`src/rtl/weight_stream_buffer_if.sv`:
```
// Coefficient stream handshake (ap_fifo style) between a weight streamer
// and the weight_stream_buffer.
//   input_V_dout    : coefficient word, valid while input_V_empty_n=1
//   input_V_empty_n : upstream FIFO holds at least one word
//   input_V_read    : pop strobe driven by the consumer
// master = producer side, slave = consumer side.
interface weight_stream_buffer_if #(
  parameter int COEFF_WIDTH = 16
);
  logic [COEFF_WIDTH-1:0] input_V_dout;
  logic                   input_V_empty_n;
  logic                   input_V_read;

  modport master (
    output input_V_dout,
    output input_V_empty_n,
    input  input_V_read
  );

  modport slave (
    input  input_V_dout,
    input  input_V_empty_n,
    output input_V_read
  );
endinterface

```
`src/rtl/weight_stream_buffer.sv`:
```
// Consumer end of the coefficient stream. Fills a local RAM with one full
// kernel set, then serves single-port random-access reads to the datapath.
// A reload request restarts the fill from address 0.
//   ap_clk, ap_rst : clock (rising edge), async active-high reset
//   strm           : coefficient stream (slave side)
//   reload         : single-cycle refill request
//   rd_address     : read address from the datapath
//   rd_ce          : read enable
//   rd_q           : registered read data, one-cycle latency, read-first
//   loaded         : full kernel set is resident
//   load_count     : words stored in the current load
//
// state  | meaning
// S_LOAD | popping stream words into RAM[wr_ptr]
// S_READY| kernel set complete; stream left untouched
module weight_stream_buffer #(
  parameter int COEFF_WIDTH = 16,
  parameter int KERN_SIZE   = 288,
  parameter int ADDR_WIDTH  = $clog2(KERN_SIZE)
) (
  input  logic                   ap_clk,
  input  logic                   ap_rst,
  weight_stream_buffer_if.slave  strm,
  input  logic                   reload,
  input  logic [ADDR_WIDTH-1:0]  rd_address,
  input  logic                   rd_ce,
  output logic [COEFF_WIDTH-1:0] rd_q,
  output logic                   loaded,
  output logic [ADDR_WIDTH:0]    load_count
);

  localparam logic [ADDR_WIDTH-1:0] LAST_ADDR = ADDR_WIDTH'(KERN_SIZE - 1);

  typedef enum logic {
    S_LOAD  = 1'b0,
    S_READY = 1'b1
  } state_t;

  state_t                 state, next_state;
  logic [ADDR_WIDTH-1:0]  wr_ptr;
  logic                   accept;
  logic                   last_word;
  logic [COEFF_WIDTH-1:0] mem [KERN_SIZE];

  always_ff @(posedge ap_clk or posedge ap_rst) begin
    if (ap_rst) state <= S_LOAD;
    else        state <= next_state;
  end

  // The pop strobe is gated by reset so it drops immediately on assertion,
  // not at the next edge.
  always_comb begin
    next_state = state;
    accept     = 1'b0;
    last_word  = (wr_ptr == LAST_ADDR);
    case (state)
      S_LOAD: begin
        accept = strm.input_V_empty_n & ~ap_rst;
        if (reload)                  next_state = S_LOAD;
        else if (accept && last_word) next_state = S_READY;
      end
      S_READY: begin
        if (reload) next_state = S_LOAD;
      end
      default: next_state = S_LOAD;
    endcase
  end

  assign strm.input_V_read = accept;
  assign loaded            = (state == S_READY);

  // Reload wins over a same-edge accept: the word still lands in RAM but
  // the pointer and count restart from zero.
  always_ff @(posedge ap_clk or posedge ap_rst) begin
    if (ap_rst) begin
      wr_ptr     <= '0;
      load_count <= '0;
    end else if (reload) begin
      wr_ptr     <= '0;
      load_count <= '0;
    end else if (accept) begin
      wr_ptr     <= last_word ? '0 : wr_ptr + 1'b1;
      load_count <= load_count + 1'b1;
    end
  end

  // RAM has no reset; contents survive ap_rst.
  always_ff @(posedge ap_clk) begin
    if (accept) mem[wr_ptr] <= strm.input_V_dout;
  end

  // Non-blocking read of the same array gives read-first behaviour on a
  // same-address write.
  always_ff @(posedge ap_clk or posedge ap_rst) begin
    if (ap_rst)     rd_q <= '0;
    else if (rd_ce) rd_q <= mem[rd_address];
  end

endmodule

```
`src/flat_wrapper.sv`:
```
// flat-port wrapper written by rule: the top's interface ports become plain ports
module weight_stream_buffer_flat 
#(
  parameter int COEFF_WIDTH = 16,
  parameter int KERN_SIZE   = 288,
  parameter int ADDR_WIDTH  = $clog2(KERN_SIZE)
)
  (ap_clk, ap_rst, reload, rd_address, rd_ce, rd_q, loaded, load_count, strm_input_V_dout, strm_input_V_empty_n, strm_input_V_read);
  weight_stream_buffer_if #(.COEFF_WIDTH(COEFF_WIDTH)) strm_i ();
  input  logic ap_clk;
  input  logic ap_rst;
  input  logic reload;
  input  logic [ADDR_WIDTH-1:0] rd_address;
  input  logic rd_ce;
  output logic [COEFF_WIDTH-1:0] rd_q;
  output logic loaded;
  output logic [ADDR_WIDTH:0] load_count;
  input wire logic [$bits(strm_i.input_V_dout)-1:0] strm_input_V_dout;
  input wire logic [$bits(strm_i.input_V_empty_n)-1:0] strm_input_V_empty_n;
  output wire logic [$bits(strm_i.input_V_read)-1:0] strm_input_V_read;
  assign strm_i.input_V_dout = strm_input_V_dout;
  assign strm_i.input_V_empty_n = strm_input_V_empty_n;
  assign strm_input_V_read = strm_i.input_V_read;
  weight_stream_buffer #(.COEFF_WIDTH(COEFF_WIDTH), .KERN_SIZE(KERN_SIZE), .ADDR_WIDTH(ADDR_WIDTH)) u_core (.ap_clk(ap_clk), .ap_rst(ap_rst), .strm(strm_i), .reload(reload), .rd_address(rd_address), .rd_ce(rd_ce), .rd_q(rd_q), .loaded(loaded), .load_count(load_count));
endmodule
```
`config.mk`:
```
export PLATFORM = sky130hd
export DESIGN_NAME = weight_stream_buffer_flat
export DESIGN_NICKNAME = d
export VERILOG_FILES = /design/src/rtl/weight_stream_buffer_if.sv /design/src/rtl/weight_stream_buffer.sv /design/src/flat_wrapper.sv
export SDC_FILE = /design/constraint.sdc
export NUM_CORES = 2
export LEC_CHECK = 0
export CAP_MARGIN = 20
export CORE_UTILIZATION = 57
export CTS_CLUSTER_SIZE = 40
export DETAILED_ROUTE_END_ITERATION = 16
export PLACE_DENSITY = 0.76
export SLEW_MARGIN = 20
export SYNTH_ARGS = -nofsm -noshare
export SYNTH_HDL_FRONTEND = slang
export SYNTH_MEMORY_MAX_BITS = 65536
export SYNTH_SLANG_ARGS = --single-unit
```
`constraint.sdc`:
```
create_clock -name ap_clk -period 2.8 [get_ports ap_clk]
set_input_delay 0.28 -clock ap_clk [delete_from_list [all_inputs] [get_ports ap_clk]]
set_output_delay 0.28 -clock ap_clk [all_outputs]
set_load 0.01 [all_outputs]
```
==> run_results.csv <==
group,metric,value,unit
run_status,outcome,"finished with violations",
run_status,violations,"setup timing",
worst_hold_path,hold_class,"input pin to register",
setup_path,worst_setup_path_start_kind,"input pin",
global_route,grt_first_pass_wirelength,695,mm
setup_path,cp.required,3.60,ns
die,die_x,560,um
worst_hold_path,worstHoldStart,"rd_ce",
synthesis,netlist_area,178000,um^2
detailed_routing,ant_nets,0,
setup_path,r2r-start,"u_core.mem[68][1]",
timing,maxSlewViolCount,0,
power_and_ir_drop,p_per_area,682,nW/um^2
die,rows,204,
clock_tree,cts_root_buf,"clkbuf_16",
die,dieHeight,560,um
place,dp_cells,13147,
timing,clock_skew,0.0679,ns
timing,whs,0.332,ns
finish,syn2layout_area_growth,18.3,%
setup_path,arrival,3.63,ns
setup_path,cpMostUsedCell,"buf_4",
setup_path,ff2ff_path_depth,7,
detailed_routing,dr.first_iter.drc_count,14792,
finish,final_common_cell,"edfxtp_1",
finish,mostFrequentLayoutCells,"4608 x edfxtp_1, 881 x mux4_2, 776 x buf_4, 674 x mux2i_1, 442 x clkbuf_16",
setup_path,r2r_slack,-0.03,ns
timing,min_period,2.83,ns
timing,min_period_over_period,101,%
worst_hold_path,min_path_cells,5,
detailed_routing,wirelength,493,mm
setup_path,end_kind,"register",
power_and_ir_drop,ir_worst_vdd,0.694,mV
setup_path,criticalPathCategory,"input pin to register",
global_route,first_global_vias,96198,
global_route,grt_max_degree,137,
global_route,track_usage,31.2,%
timing,layout_setup_ws,-0.0330,ns
place,routabilityCongestion,0.924,
setup_path,cp_max_fo,26,
power_and_ir_drop,total_power,143,mW
detailed_routing,drcViolationCount,0,
clock_tree,clkTransAtPathRegs,0.07,ns
setup_path,r2r_end,"u_core.rd_q[1]",
synthesis,ys_ff_latch,4644,
finish,final_layout_size_suffix_gt1_share,29.0,%
synthesis,postSynthAreaPerCell,21.5,um^2
synthesis,synth_nets,8299,
global_route,grt_remaining_overflow,0,
detailed_routing,dr.pass1.iters,5,
setup_path,cpPeakStageDelay,0.75,ns
synthesis,async_flop_share,0.775,%
clock_tree,clk_latency,0.95,ns
place,dp_hpwl,292,mm
setup_path,critPathTopFamily,"buffers and inverters",
timing,tightest_slew,1.27,ns
die,core_area,309000,um^2
setup_path,crit_path_cell_trace,"buf_16, buf_12, buf_4, buf_4, mux4_2, mux2i_1, a21oi_1, nor3_1, o31ai_1",
timing,slew_headroom,14.8,%
timing,setup_viol_count_final,3,
synthesis,ys_types,50,
timing,timing.fmax,353,MHz
clock_tree,postCtsSetupRepairBufs,0,
synthesis,yosysWarnings,0,
timing,hold_violations,0,
clock_tree,cts_max_level,5,
detailed_routing,vias_per_cell,6.84,
synthesis,synth-main-ff-cell,"edfxtp_1",
clock_tree,clk_path_buf_depth,4,
setup_path,path_buf_inv,4,
finish,nNetsFinal,9519,
worst_hold_path,min_to,"u_core.rd_q[1]",
detailed_routing,wl_per_cell,35.3,um
clock_tree,cts_tree,"built",
place,io_buffers,57,
die,die-area,314000,um^2
setup_path,critical-path-slowest-cell,"nor3_1",
flow_run,maxCapViolCount,0,
die,initial_utilization,57.4,%
clock_tree,numCtsBuffers,437,
synthesis,synthCells,8264,
synthesis,yosysSeqAreaShare,78.4,%
detailed_routing,dr_total_vias,95637,
synthesis,synth_edf_count,4608,
clock_tree,cts_sinks,4644,
timing,rsz0062_at_grt,"false",
global_route,antenna_found_initial,21,
die,num_io_pins,58,
finish,fin_cells,13972,
power_and_ir_drop,p_leak,68.6,nW
-- worst max-delay path by stage --
stage | start | end | slack [ns] | depth (start not counted)
6_report | rd_address[0] | u_core.rd_q[1] | -0.03 | 9
5_1_grt | rd_address[0] | u_core.rd_q[1] | 0.007 | 9
2_1_floorplan | ap_rst | u_core.mem[191][0] | -0.24 | 9
4_1_cts | u_core.wr_ptr[6] | u_core.mem[70][6] | 0.004 | 4
3_5_place_dp | rd_address[6] | u_core.rd_q[8] | -0.98 | 11
3_3_place_gp | rd_address[7] | u_core.rd_q[7] | -1.23 | 11
-- kinds of logic (layout without fill, tap and decap cells) --
kind of cell / Yosys count / count (layout) / synth area share (%)
other cells: 0 / 11 / 0
flops: 4644 / 4644 / 78.4
buf+inv: 492 / 2069 / 1.24
simple gates: 765 / 765 / 2.11
compound gates: 759 / 759 / 3.00
mux: 1586 / 1586 / 15.2
xor+xnor: 13 / 13 / 0.0641
fa+ha+maj: 5 / 5 / 0.0352
-- cells in the mapped netlist, types with 2 or more instances --
| master | instances | area share, % |
|---|---|---|
| a211oi_1 | 30 | 0.13 |
| a21oi_1 | 89 | 0.25 |
| a221oi_1 | 24 | 0.12 |
| a22o_1 | 28 | 0.14 |
| a22oi_1 | 329 | 1.4 |
| and2_0 | 2 | 0.0070 |
| and2_1 | 3 | 0.011 |
| and3_1 | 6 | 0.021 |
| and3b_1 | 2 | 0.0099 |
| and4b_1 | 4 | 0.023 |
| buf_1 | 35 | 0.074 |
| buf_2 | 140 | 0.39 |
| buf_4 | 40 | 0.17 |
| buf_6 | 3 | 0.019 |
| clkbuf_1 | 267 | 0.56 |
| dfrtp_1 | 36 | 0.51 |
| edfxtp_1 | 4608 | 78 |
| ha_1 | 5 | 0.035 |
| inv_1 | 7 | 0.015 |
| mux2_2 | 31 | 0.20 |
| mux2i_1 | 674 | 3.8 |
| mux4_2 | 881 | 11 |
| nand2_1 | 89 | 0.19 |
| nand2b_1 | 11 | 0.039 |
| nand3_1 | 28 | 0.079 |
| nand3b_1 | 4 | 0.017 |
| nand4_1 | 88 | 0.31 |
| nor2_1 | 332 | 0.70 |
| nor2b_1 | 58 | 0.20 |
| nor3_1 | 57 | 0.16 |
| nor3b_1 | 7 | 0.030 |
| nor4_1 | 35 | 0.12 |
| nor4b_1 | 20 | 0.099 |
| nor4bb_1 | 6 | 0.034 |
| o211ai_1 | 5 | 0.021 |
| o21ai_0 | 46 | 0.13 |
| o221ai_1 | 31 | 0.15 |
| o22ai_1 | 128 | 0.45 |
| o31ai_1 | 33 | 0.14 |
| o32ai_1 | 12 | 0.059 |
| or2_2 | 4 | 0.014 |
| or3_1 | 6 | 0.021 |
| or3b_2 | 2 | 0.0099 |
| xnor2_1 | 3 | 0.015 |
| xor2_1 | 10 | 0.049 |
-- worst min-delay path, cell delays in order --
cell and delay (ns):
clkdlybuf4s50_1 0.43, buf_4 0.25, nor2b_1 0.16, a21oi_1 0.05, o31ai_1 0.07
-- cell type report --
| type | count | area, um^2 |
|---|---|---|
| timing repair buffer | 1266 | 15000 |
| clock buffer | 504 | 11300 |
| clock inverter | 292 | 2890 |
| inverter | 7 | 30.0 |
| antenna | 11 | 27.5 |
| multi-input combinational | 3128 | 36500 |
| fill | 17767 | 99100 |
| sequential | 4644 | 139000 |
| tap | 4120 | 5150 |
-- sequential cells by signal, summed over array words and instances (netlist names) --
name,flops
u_core.load_count,10
u_core.wr_ptr,9
u_core.loaded,1
u_core.mem,4608
u_core.rd_q,16
-- report_power, final --
group          switching, mW  internal [mW]
clock network           25.7           33.6
registers              0.182           76.4
logic                   4.54           2.98
total                   30.5            113
-- metal layers --
layer  track usage, %  routed length [um]  vias up
met1             41.1              169000    49414
li1                 -                   -    37236
met3             7.82               62300     1256
met2             49.2              234000     7713
met4             15.2               26900       18
met5                0                 122        -
-- per-stage QoR --
| stage | TNS (ns) | utilization (%) | worst slack, ns | area, um^2 |
|---|---|---|---|---|
| floorplan | -253.66 | - | -0.244 | 178000 |
| global placement | -14.12 | 63.3 | -1.23 | 196000 |
| detailed placement | -15.92 | 63.3 | -0.977 | 196000 |
| CTS | 0 | 67.9 | 0.00397 | 210000 |
| global route | 0 | 67.9 | 0.00690 | 210000 |
| finish | -0.0508 | 68.0 | -0.0330 | 210000 |
-- repair_timing --
action / 4_1_cts / 5_1_grt
hold endpoints to repair: 902 / 0
hold buffers: 17 / 0
resized for setup: 10 / 6
setup endpoints to repair: 8 / 255
(Power assumes the default switching activity.)
